===== config.mk =====
export PLATFORM = sky130hd
export DESIGN_NAME = async_fifo_core_flat
export DESIGN_NICKNAME = d
export VERILOG_FILES = /design/src/rtl/async_fifo_core_if.sv /design/src/rtl/async_fifo_core.sv /design/src/flat_wrapper.sv
export SDC_FILE = /design/constraint.sdc
export NUM_CORES = 1
export LEC_CHECK = 0
export BUFFER_PORTS_ARGS = -buffer_cell sky130_fd_sc_hd__clkbuf_2
export CORE_MARGIN = 4
export CORE_UTILIZATION = 30
export DETAILED_ROUTE_END_ITERATION = 10
export PLACE_DENSITY_LB_ADDON = 0.3
export SETUP_SLACK_MARGIN = 0.1
export SYNTH_ARGS = -nofsm -noshare
export SYNTH_HDL_FRONTEND = slang
export SYNTH_SLANG_ARGS = --single-unit
export TNS_END_PERCENT = 1

===== constraint.sdc =====
create_clock -name clk -period 3.8 [get_ports clk]
set_clock_uncertainty 0.1 [all_clocks]
set_input_delay 0.19 -clock clk [delete_from_list [all_inputs] [get_ports clk]]
set_output_delay 0.19 -clock clk [all_outputs]
set_load 0.02 [all_outputs]

===== src/rtl/async_fifo_core_if.sv =====
// rtl/async_fifo_core_if.sv - FIFO producer/consumer bundle; ASYNC_FIFO_CORE_LEVEL_EN adds level outputs
interface async_fifo_core_if #(
    parameter int DATA_WIDTH = 8,
    parameter int ADDR_WIDTH = 4
);
    logic                  wr_en;
    logic [DATA_WIDTH-1:0] wr_data;
    logic                  rd_en;
    logic [DATA_WIDTH-1:0] rd_data;
    logic                  full;
    logic                  empty;
`ifdef ASYNC_FIFO_CORE_LEVEL_EN
    logic [ADDR_WIDTH:0]   level;
    logic                  almost_full;
    logic                  almost_empty;

    modport master (
        output wr_en, wr_data, rd_en,
        input  rd_data, full, empty, level, almost_full, almost_empty
    );

    modport slave (
        input  wr_en, wr_data, rd_en,
        output rd_data, full, empty, level, almost_full, almost_empty
    );
`else
    modport master (
        output wr_en, wr_data, rd_en,
        input  rd_data, full, empty
    );

    modport slave (
        input  wr_en, wr_data, rd_en,
        output rd_data, full, empty
    );
`endif
endinterface


===== src/rtl/async_fifo_core.sv =====
// rtl/async_fifo_core.sv - single-clock FIFO with full/empty flags; ASYNC_FIFO_CORE_LEVEL_EN adds level/almost flags
module async_fifo_core #(
    parameter int DATA_WIDTH = 8,
    parameter int ADDR_WIDTH = 4
) (
    input  logic             clk,
    input  logic             reset_n,
    async_fifo_core_if.slave fifo_if
);
    localparam int DEPTH = 1 << ADDR_WIDTH;
    localparam logic [ADDR_WIDTH:0] PTR_ONE = {{ADDR_WIDTH{1'b0}}, 1'b1};

    // Pointers carry one extra wrap bit so full and empty are distinguishable.
    logic [ADDR_WIDTH:0]   wr_ptr_q, wr_ptr_d;
    logic [ADDR_WIDTH:0]   rd_ptr_q, rd_ptr_d;
    logic [DATA_WIDTH-1:0] rd_data_q, rd_data_d;
    logic [DATA_WIDTH-1:0] mem_q [DEPTH];

    logic full_w;
    logic empty_w;
    logic wr_accept;
    logic rd_accept;

    // Status flags from registered pointers; gating keeps overflow/underflow harmless.
    always_comb begin
        empty_w   = (wr_ptr_q == rd_ptr_q);
        full_w    = (wr_ptr_q[ADDR_WIDTH] != rd_ptr_q[ADDR_WIDTH]) &&
                    (wr_ptr_q[ADDR_WIDTH-1:0] == rd_ptr_q[ADDR_WIDTH-1:0]);
        wr_accept = fifo_if.wr_en && !full_w;
        rd_accept = fifo_if.rd_en && !empty_w;
    end

    // Next pointer and read-data values; rd_data holds unless a read is accepted.
    always_comb begin
        wr_ptr_d  = wr_ptr_q;
        rd_ptr_d  = rd_ptr_q;
        rd_data_d = rd_data_q;
        if (wr_accept) begin
            wr_ptr_d = wr_ptr_q + PTR_ONE;
        end
        if (rd_accept) begin
            rd_ptr_d  = rd_ptr_q + PTR_ONE;
            rd_data_d = mem_q[rd_ptr_q[ADDR_WIDTH-1:0]];
        end
    end

    // Pointer and read-data registers; reset discards stored data at once.
    always_ff @(posedge clk or negedge reset_n) begin
        if (!reset_n) begin
            wr_ptr_q  <= '0;
            rd_ptr_q  <= '0;
            rd_data_q <= '0;
        end else begin
            wr_ptr_q  <= wr_ptr_d;
            rd_ptr_q  <= rd_ptr_d;
            rd_data_q <= rd_data_d;
        end
    end

    // Storage array is deliberately not reset; only accepted writes touch it.
    always_ff @(posedge clk) begin
        if (wr_accept) begin
            mem_q[wr_ptr_q[ADDR_WIDTH-1:0]] <= fifo_if.wr_data;
        end
    end

    assign fifo_if.rd_data = rd_data_q;
    assign fifo_if.full    = full_w;
    assign fifo_if.empty   = empty_w;

`ifdef ASYNC_FIFO_CORE_LEVEL_EN
    localparam logic [ADDR_WIDTH:0] AF_LEVEL = (ADDR_WIDTH + 1)'(DEPTH - 1);

    logic [ADDR_WIDTH:0] level_w;
    logic                almost_full_w;
    logic                almost_empty_w;

    // Occupancy is the modular pointer difference, so wrap needs no special case.
    always_comb begin
        level_w        = wr_ptr_q - rd_ptr_q;
        almost_full_w  = (level_w >= AF_LEVEL);
        almost_empty_w = (level_w <= PTR_ONE);
    end

    assign fifo_if.level        = level_w;
    assign fifo_if.almost_full  = almost_full_w;
    assign fifo_if.almost_empty = almost_empty_w;
`endif

endmodule


===== src/flat_wrapper.sv =====
// flat-port wrapper written by rule: the top's interface ports become plain ports
module async_fifo_core_flat 
#(
    parameter int DATA_WIDTH = 8,
    parameter int ADDR_WIDTH = 4
)
  (clk, reset_n, fifo_if_wr_en, fifo_if_wr_data, fifo_if_rd_en, fifo_if_rd_data, fifo_if_full, fifo_if_empty);
  async_fifo_core_if #(.DATA_WIDTH(DATA_WIDTH), .ADDR_WIDTH(ADDR_WIDTH)) fifo_if_i ();
  input  logic clk;
  input  logic reset_n;
  input wire logic [$bits(fifo_if_i.wr_en)-1:0] fifo_if_wr_en;
  input wire logic [$bits(fifo_if_i.wr_data)-1:0] fifo_if_wr_data;
  input wire logic [$bits(fifo_if_i.rd_en)-1:0] fifo_if_rd_en;
  output wire logic [$bits(fifo_if_i.rd_data)-1:0] fifo_if_rd_data;
  output wire logic [$bits(fifo_if_i.full)-1:0] fifo_if_full;
  output wire logic [$bits(fifo_if_i.empty)-1:0] fifo_if_empty;
  assign fifo_if_i.wr_en = fifo_if_wr_en;
  assign fifo_if_i.wr_data = fifo_if_wr_data;
  assign fifo_if_i.rd_en = fifo_if_rd_en;
  assign fifo_if_rd_data = fifo_if_i.rd_data;
  assign fifo_if_full = fifo_if_i.full;
  assign fifo_if_empty = fifo_if_i.empty;
  async_fifo_core #(.DATA_WIDTH(DATA_WIDTH), .ADDR_WIDTH(ADDR_WIDTH)) u_core (.clk(clk), .reset_n(reset_n), .fifo_if(fifo_if_i));
endmodule

# Word-level counts from Yosys, hierarchy flattened
# Memories as Yosys holds them, arrays and structs flattened. A register that Yosys moved wholly into a read port is not among the register bits.
# Cells that the tools add are included.
[word_totals]
in_bits = 12
output_inout_bits = 10
n_memories = 1
register_bits = 10
ram_bits = 128
[memory_table]
columns = ["name", "depth", "word_bits", "rd", "rd_ports_with_merged_regs", "wr", "line", "rtl"]
rows = [
  ["u_core.mem_q", 16, 8, 1, 1, 1, "async_fifo_core.sv:17", "logic [DATA_WIDTH-1:0] mem_q [DEPTH];"],
]
[classes]
n_eq_ne = 3
muxes = 2
reduce_logical = 6
n_addsub = 2
[ops]
columns = ["op", "n"]
rows = [
  ["5-bit by 1-bit adder with 5-bit output (second input constant)", 2],
  ["5-bit == test", 1],
  ["4-bit == test", 1],
  ["1-bit logical AND", 3],
  ["1-bit logical NOT", 3],
  ["1-bit two-way mux", 2],
  ["1-bit inequality test", 1],
]

# Longest topological paths before layout
[depth]
word_depth = 6
depth_mapped = 7

# Worst setup path after synthesis
# OpenSTA, ideal clock, no wires.
[synth_timing]
kind = "flip-flop to flip-flop"
startpoint = "register u_core.rd_ptr_q[0]"
endpoint = "memory u_core.mem_q[3][0], enable pin"
period_less_slack_ns = 2.176
t_arrival_ns = 1.692
slack_ns = 1.624
setup_time_ns = 0.383
stages_incl_launch_ff = 6
cell_sequence = "dfrtp_1 > buf_2 > xnor2_1 > nand4_2 > o211ai_1 > nor3_1"
[synth_via]
elab_chain_len = 6
[synth_rtl]
columns = ["item", "line", "rtl"]
rows = [
  ["from (decl)", "async_fifo_core.sv:15", "logic [ADDR_WIDTH:0] rd_ptr_q, rd_ptr_d;"],
  ["from (signal assigned)", "async_fifo_core.sv:55", "rd_ptr_q <= rd_ptr_d;"],
  ["4-bit == test", "async_fifo_core.sv:28", "(wr_ptr_q[ADDR_WIDTH-1:0] == rd_ptr_q[ADDR_WIDTH-1:0]);"],
  ["1-bit logical AND", "async_fifo_core.sv:27", "full_w = (wr_ptr_q[ADDR_WIDTH] != rd_ptr_q[ADDR_WIDTH]) &&"],
  ["1-bit logical NOT", "async_fifo_core.sv:29", "wr_accept = fifo_if.wr_en && !full_w;"],
  ["1-bit logical AND", "async_fifo_core.sv:29", ""],
  ["1-bit two-way mux", "async_fifo_core.sv:62", "if (wr_accept) begin"],
  ["1-bit two-way mux (not written as such)", "async_fifo_core.sv:63", "mem_q[wr_ptr_q[ADDR_WIDTH-1:0]] <= fifo_if.wr_data;"],
  ["to (decl)", "async_fifo_core.sv:17", ""],
]
# Every way passes these cells.

# Worst setup path in the final report
[layout_timing]
startpoint = "register u_core.rd_ptr_q[1]"
endpoint = "register u_core.rd_data_q[0] (netlist: u_core.fifo_if.rd_data[0]), read port of u_core.mem_q"
[layout_via]
elab_chain_len = 3
[layout_rtl]
columns = ["item", "line", "rtl"]
rows = [
  ["5-bit == test", "async_fifo_core.sv:26", "empty_w = (wr_ptr_q == rd_ptr_q);"],
  ["1-bit logical NOT", "async_fifo_core.sv:30", "rd_accept = fifo_if.rd_en && !empty_w;"],
  ["1-bit logical AND", "async_fifo_core.sv:30", ""],
  ["to (decl)", "async_fifo_core.sv:16", "logic [DATA_WIDTH-1:0] rd_data_q, rd_data_d;"],
]
# Several ways; a longest one is shown, not always the timed one.
# A chain may end at the register's enable or synchronous reset.

==> impl_metrics.py <==
metrics = {
    "layout": {
        "final-instance-count-excl-fill": 611,
        "post_route_cells_drive_above_1_share": 0.254,
        "layout.cells.most_common": "sky130_fd_sc_hd__edfxtp_1",
        "stdcell_area_sq_um": 6950,
        "layout.filler_cells": 1789,
        "nets": 350,
        "diodes": 0,
        "layout_common_cells": "sky130_fd_sc_hd__edfxtp_1 (128), sky130_fd_sc_hd__clkbuf_2 (21), sky130_fd_sc_hd__mux2_2 (17), sky130_fd_sc_hd__clkbuf_16 (17), sky130_fd_sc_hd__dfrtp_1 (17)",
        "area_growth_pct": 16.8,
    },
    "worst_hold_path": {
        "hold-path-cell-count": 3,
        "endpoint_of_the_worst_hold_path": "u_core.rd_ptr_q[2]$_DFFE_PN0P_",
        "hold_path_class": "input port to register",
        "holdCritStartpoint": "fifo_if_rd_en",
    },
    "floorplanning": {
        "die-area_sq_um": 22200,
        "initial_core_util": 0.306,
        "die_width_um": 149,
        "num_rows": 51,
        "die_h_um": 149,
        "core_area_sq_um": 19500,
        "num_io_pins": 22,
    },
    "global_route": {
        "overall_global_routing_usage": 0.122,
        "grt_antenna_before_repair": 0,
        "grt_start_max_net_pins": 44,
        "grt_first_pass_wirelength_um": 19300,
        "first_global_vias": 2994,
        "global_route.overflow_total": 0,
    },
    "yosys": {
        "ys_async_sr_fraction": 0.123,
        "synth_xor_area_frac": 0.0206,
        "post-synth-top-area-cell": "sky130_fd_sc_hd__edfxtp_1",
        "synth.avg_cell_area_sq_um": 19.8,
        "register_bit_total_from_synthesis": 146,
        "synth_compound_area_frac": 0.0353,
        "netlist_top_cells_area": "sky130_fd_sc_hd__edfxtp_1 (65%), sky130_fd_sc_hd__dfrtp_1 (7.6%), sky130_fd_sc_hd__mux4_1 (5.7%), sky130_fd_sc_hd__mux4_2 (4.2%), sky130_fd_sc_hd__mux2_2 (3.2%)",
        "post_synthesis_mux_area_share": 0.160,
        "syn_inst": 301,
        "fraction_of_synthesized_cell_area_taken_by_the_top_area_cell_type": 0.646,
        "post_synth_simple_gate_area": 0.0359,
        "mappedNetlistArea_sq_um": 5950,
        "syn_nets": 318,
        "synth_enable_flop_cells": 128,
        "yosys.area_share.adder": 0.0105,
        "postSynth.topFlopCell": "sky130_fd_sc_hd__edfxtp_1",
        "synth-seq-area-share": 0.721,
        "synth_top_family_by_area": "multiplexers",
        "yosysWarnings": 0,
        "distinct_cells_synth": 30,
    },
    "pwr": {
        "peakVddDrop_mv": 0.355,
        "p_per_area_nw_per_um2": 776,
        "leakage_uw": 0.00243,
    },
    "route": {
        "initialDrtViolationCount": 227,
        "number_of_routed_nets_with_antenna_violations": 0,
        "route.detailed.wl_per_inst_um": 20.7,
        "wirelength_um": 12600,
        "via_count": 2898,
        "dr.pass1.iters": 4,
        "route.detailed.drc": 0,
        "drt-vias-per-instance": 4.74,
    },
    "setup_path": {
        "cp.required_ns": 4.01,
        "worst_r2r_endpoint": "u_core.fifo_if.rd_data[0]$_DFFE_PN0P_",
        "timing.critical_path.to_type": "register",
        "timing.critical_path.arrival_ns": 2.70,
        "critical_path_class": "register to register",
        "timing.reg2reg.worst_path_depth": 5,
        "timing.reg2reg.setup_slack_ns": 1.31,
        "critical_path_peak_fanout": 29,
        "critical_path.startpoint_type": "register",
        "r2r_start": "u_core.rd_ptr_q[1]$_DFFE_PN0P_",
    },
    "sta": {
        "period_share": 0.656,
        "maxSlewHeadroom": 0.472,
        "tns_ns": 0,
        "final-hold-violation-count": 0,
        "fin_worst_hold_slack_ns": 0.0169,
        "worst_slew_pin_slew_ns": 0.791,
        "maxClockFrequency_mhz": 401,
        "post-route-min-period_ns": 2.49,
        "fin_ws_ns": 1.31,
        "rsz0062_at_grt": "no",
        "max_slew_violation_count": 0,
        "finalSetupViolations": 0,
    },
    "cts": {
        "h-tree-depth": 4,
        "cts-root-buf": "sky130_fd_sc_hd__clkbuf_16",
        "worst_skew_pair.late_latency_ns": 0.42,
        "clk_transition_reported_paths_ns": 0.06,
        "tritoncts": "done",
        "cts_resized": 0,
        "cts_sinks": 146,
        "cts-root-to-sink-buffers": 2,
        "number_of_cts_inserted_buffers": 17,
    },
    "run": {
        "cap_viol_max_count": 0,
    },
    "placement": {
        "dpl-instance-area_sq_um": 6350,
        "final_hpwl_dp_um": 7970,
        "buffer_ports.inserted": 21,
        "pre_cts_ws_ns": 1.28,
        "placedCellCount": 577,
        "place.gp.congestion": 0.738,
    },
    "run_status": {
        "outcome": "finished, final reports clean",
    },
}
-- report_power, final --
part / total [uW] / switching [uW] / internal [uW]
clock: 1640 / 663 / 974
sequential: 2120 / 128 / 2000
combinational: 1640 / 899 / 736
total: 5400 / 1690 / 3710
-- worst max-delay path by stage --
stage / from / to / slack [ns] / cells past startpoint
2_1_floorplan: u_core.rd_ptr_q[0]$_DFFE_PN0P_ / u_core.mem_q[3][0]$_DFFE_PP_ / 1.62 / 5
3_3_place_gp: u_core.rd_ptr_q[1]$_DFFE_PN0P_ / u_core.fifo_if.rd_data[0]$_DFFE_PN0P_ / 1.29 / 5
3_5_place_dp: u_core.rd_ptr_q[1]$_DFFE_PN0P_ / u_core.fifo_if.rd_data[0]$_DFFE_PN0P_ / 1.28 / 5
4_1_cts: u_core.rd_ptr_q[1]$_DFFE_PN0P_ / u_core.fifo_if.rd_data[0]$_DFFE_PN0P_ / 1.28 / 5
5_1_grt: u_core.rd_ptr_q[3]$_DFFE_PN0P_ / u_core.mem_q[12][0]$_DFFE_PP_ / 1.20 / 5
6_report: u_core.rd_ptr_q[1]$_DFFE_PN0P_ / u_core.fifo_if.rd_data[0]$_DFFE_PN0P_ / 1.31 / 5
-- area by class of cell --
| class | count | area, sq um | share of cell area |
|---|---|---|---|
| Multi-Input combinational cell | 136 | 1560 | 0.225 |
| Sequential cell | 146 | 4300 | 0.618 |
| Timing Repair Buffer | 29 | 170 | 0.0245 |
| Clock inverter | 14 | 155 | 0.0223 |
| Inverter | 3 | 11.3 | 0.00162 |
| Clock buffer | 18 | 429 | 0.0617 |
| Tap cell | 265 | 332 | 0.0477 |
-- flip-flops by register name (all words and copies together), names as in the netlist --
name                    count
u_core.fifo_if.rd_data      8
u_core.mem_q              128
u_core.rd_ptr_q             5
u_core.wr_ptr_q             5
-- per-layer routing --
layer | share of wire | track usage | vias up
li1 | - | - | 1297
met1 | 0.46 | 0.165 | 1519
met2 | 0.48 | 0.188 | 68
met3 | 0.044 | 0.0334 | 14
met4 | 0.013 | 0.0453 | 0
met5 | 0 | 0 | -
-- kinds of logic (layout without fill, tap and decap cells) --
group | Yosys count | after routing
AO/OA/AOI/OAI | 24 | 24
XOR/XNOR | 14 | 14
adder cells (fa/ha/maj) | 5 | 5
buffers and inverters | 19 | 64
flip-flops | 146 | 146
multiplexers | 58 | 58
AND/OR/NAND/NOR | 35 | 35
-- through the flow --
| stage | utilization | total power, uW |
|---|---|---|
| floorplan | - | 3350 |
| global placement | 0.326 | 3790 |
| finish | 0.357 | 5400 |
| detailed placement | 0.326 | 3810 |
| CTS | 0.357 | 5450 |
| global route | 0.357 | 5660 |
-- critical path, cell delays in order (launching register included) --
cell and delay [ns]:
sky130_fd_sc_hd__dfrtp_1 0.36, sky130_fd_sc_hd__buf_4 0.45, sky130_fd_sc_hd__mux4_1 0.63, sky130_fd_sc_hd__mux2_2 0.32, sky130_fd_sc_hd__a22o_1 0.26, sky130_fd_sc_hd__mux2_2 0.26
-- what timing repair did --
item | CTS | global route
buffers inserted | 0 | 0
endpoints found under the setup margin | 0 | 0
hold buffers | 2 | 0
hold endpoints to repair | 19 | 0
-- cell usage after synthesis, drive strengths merged, types with 3 or more instances --
| library cell | count |
|---|---|
| inv | 3 |
| nor2 | 4 |
| ha | 5 |
| o211ai | 5 |
| edfxtp | 128 |
| nand2b | 8 |
| dfrtp | 18 |
| a221oi | 8 |
| and3 | 15 |
| clkbuf | 7 |
| a22o | 8 |
| mux4 | 24 |
| buf | 9 |
| mux2 | 18 |
| mux2i | 16 |
| xnor2 | 13 |
| nor2b | 5 |
No activity file was read; power rests on OpenSTA's default activity.
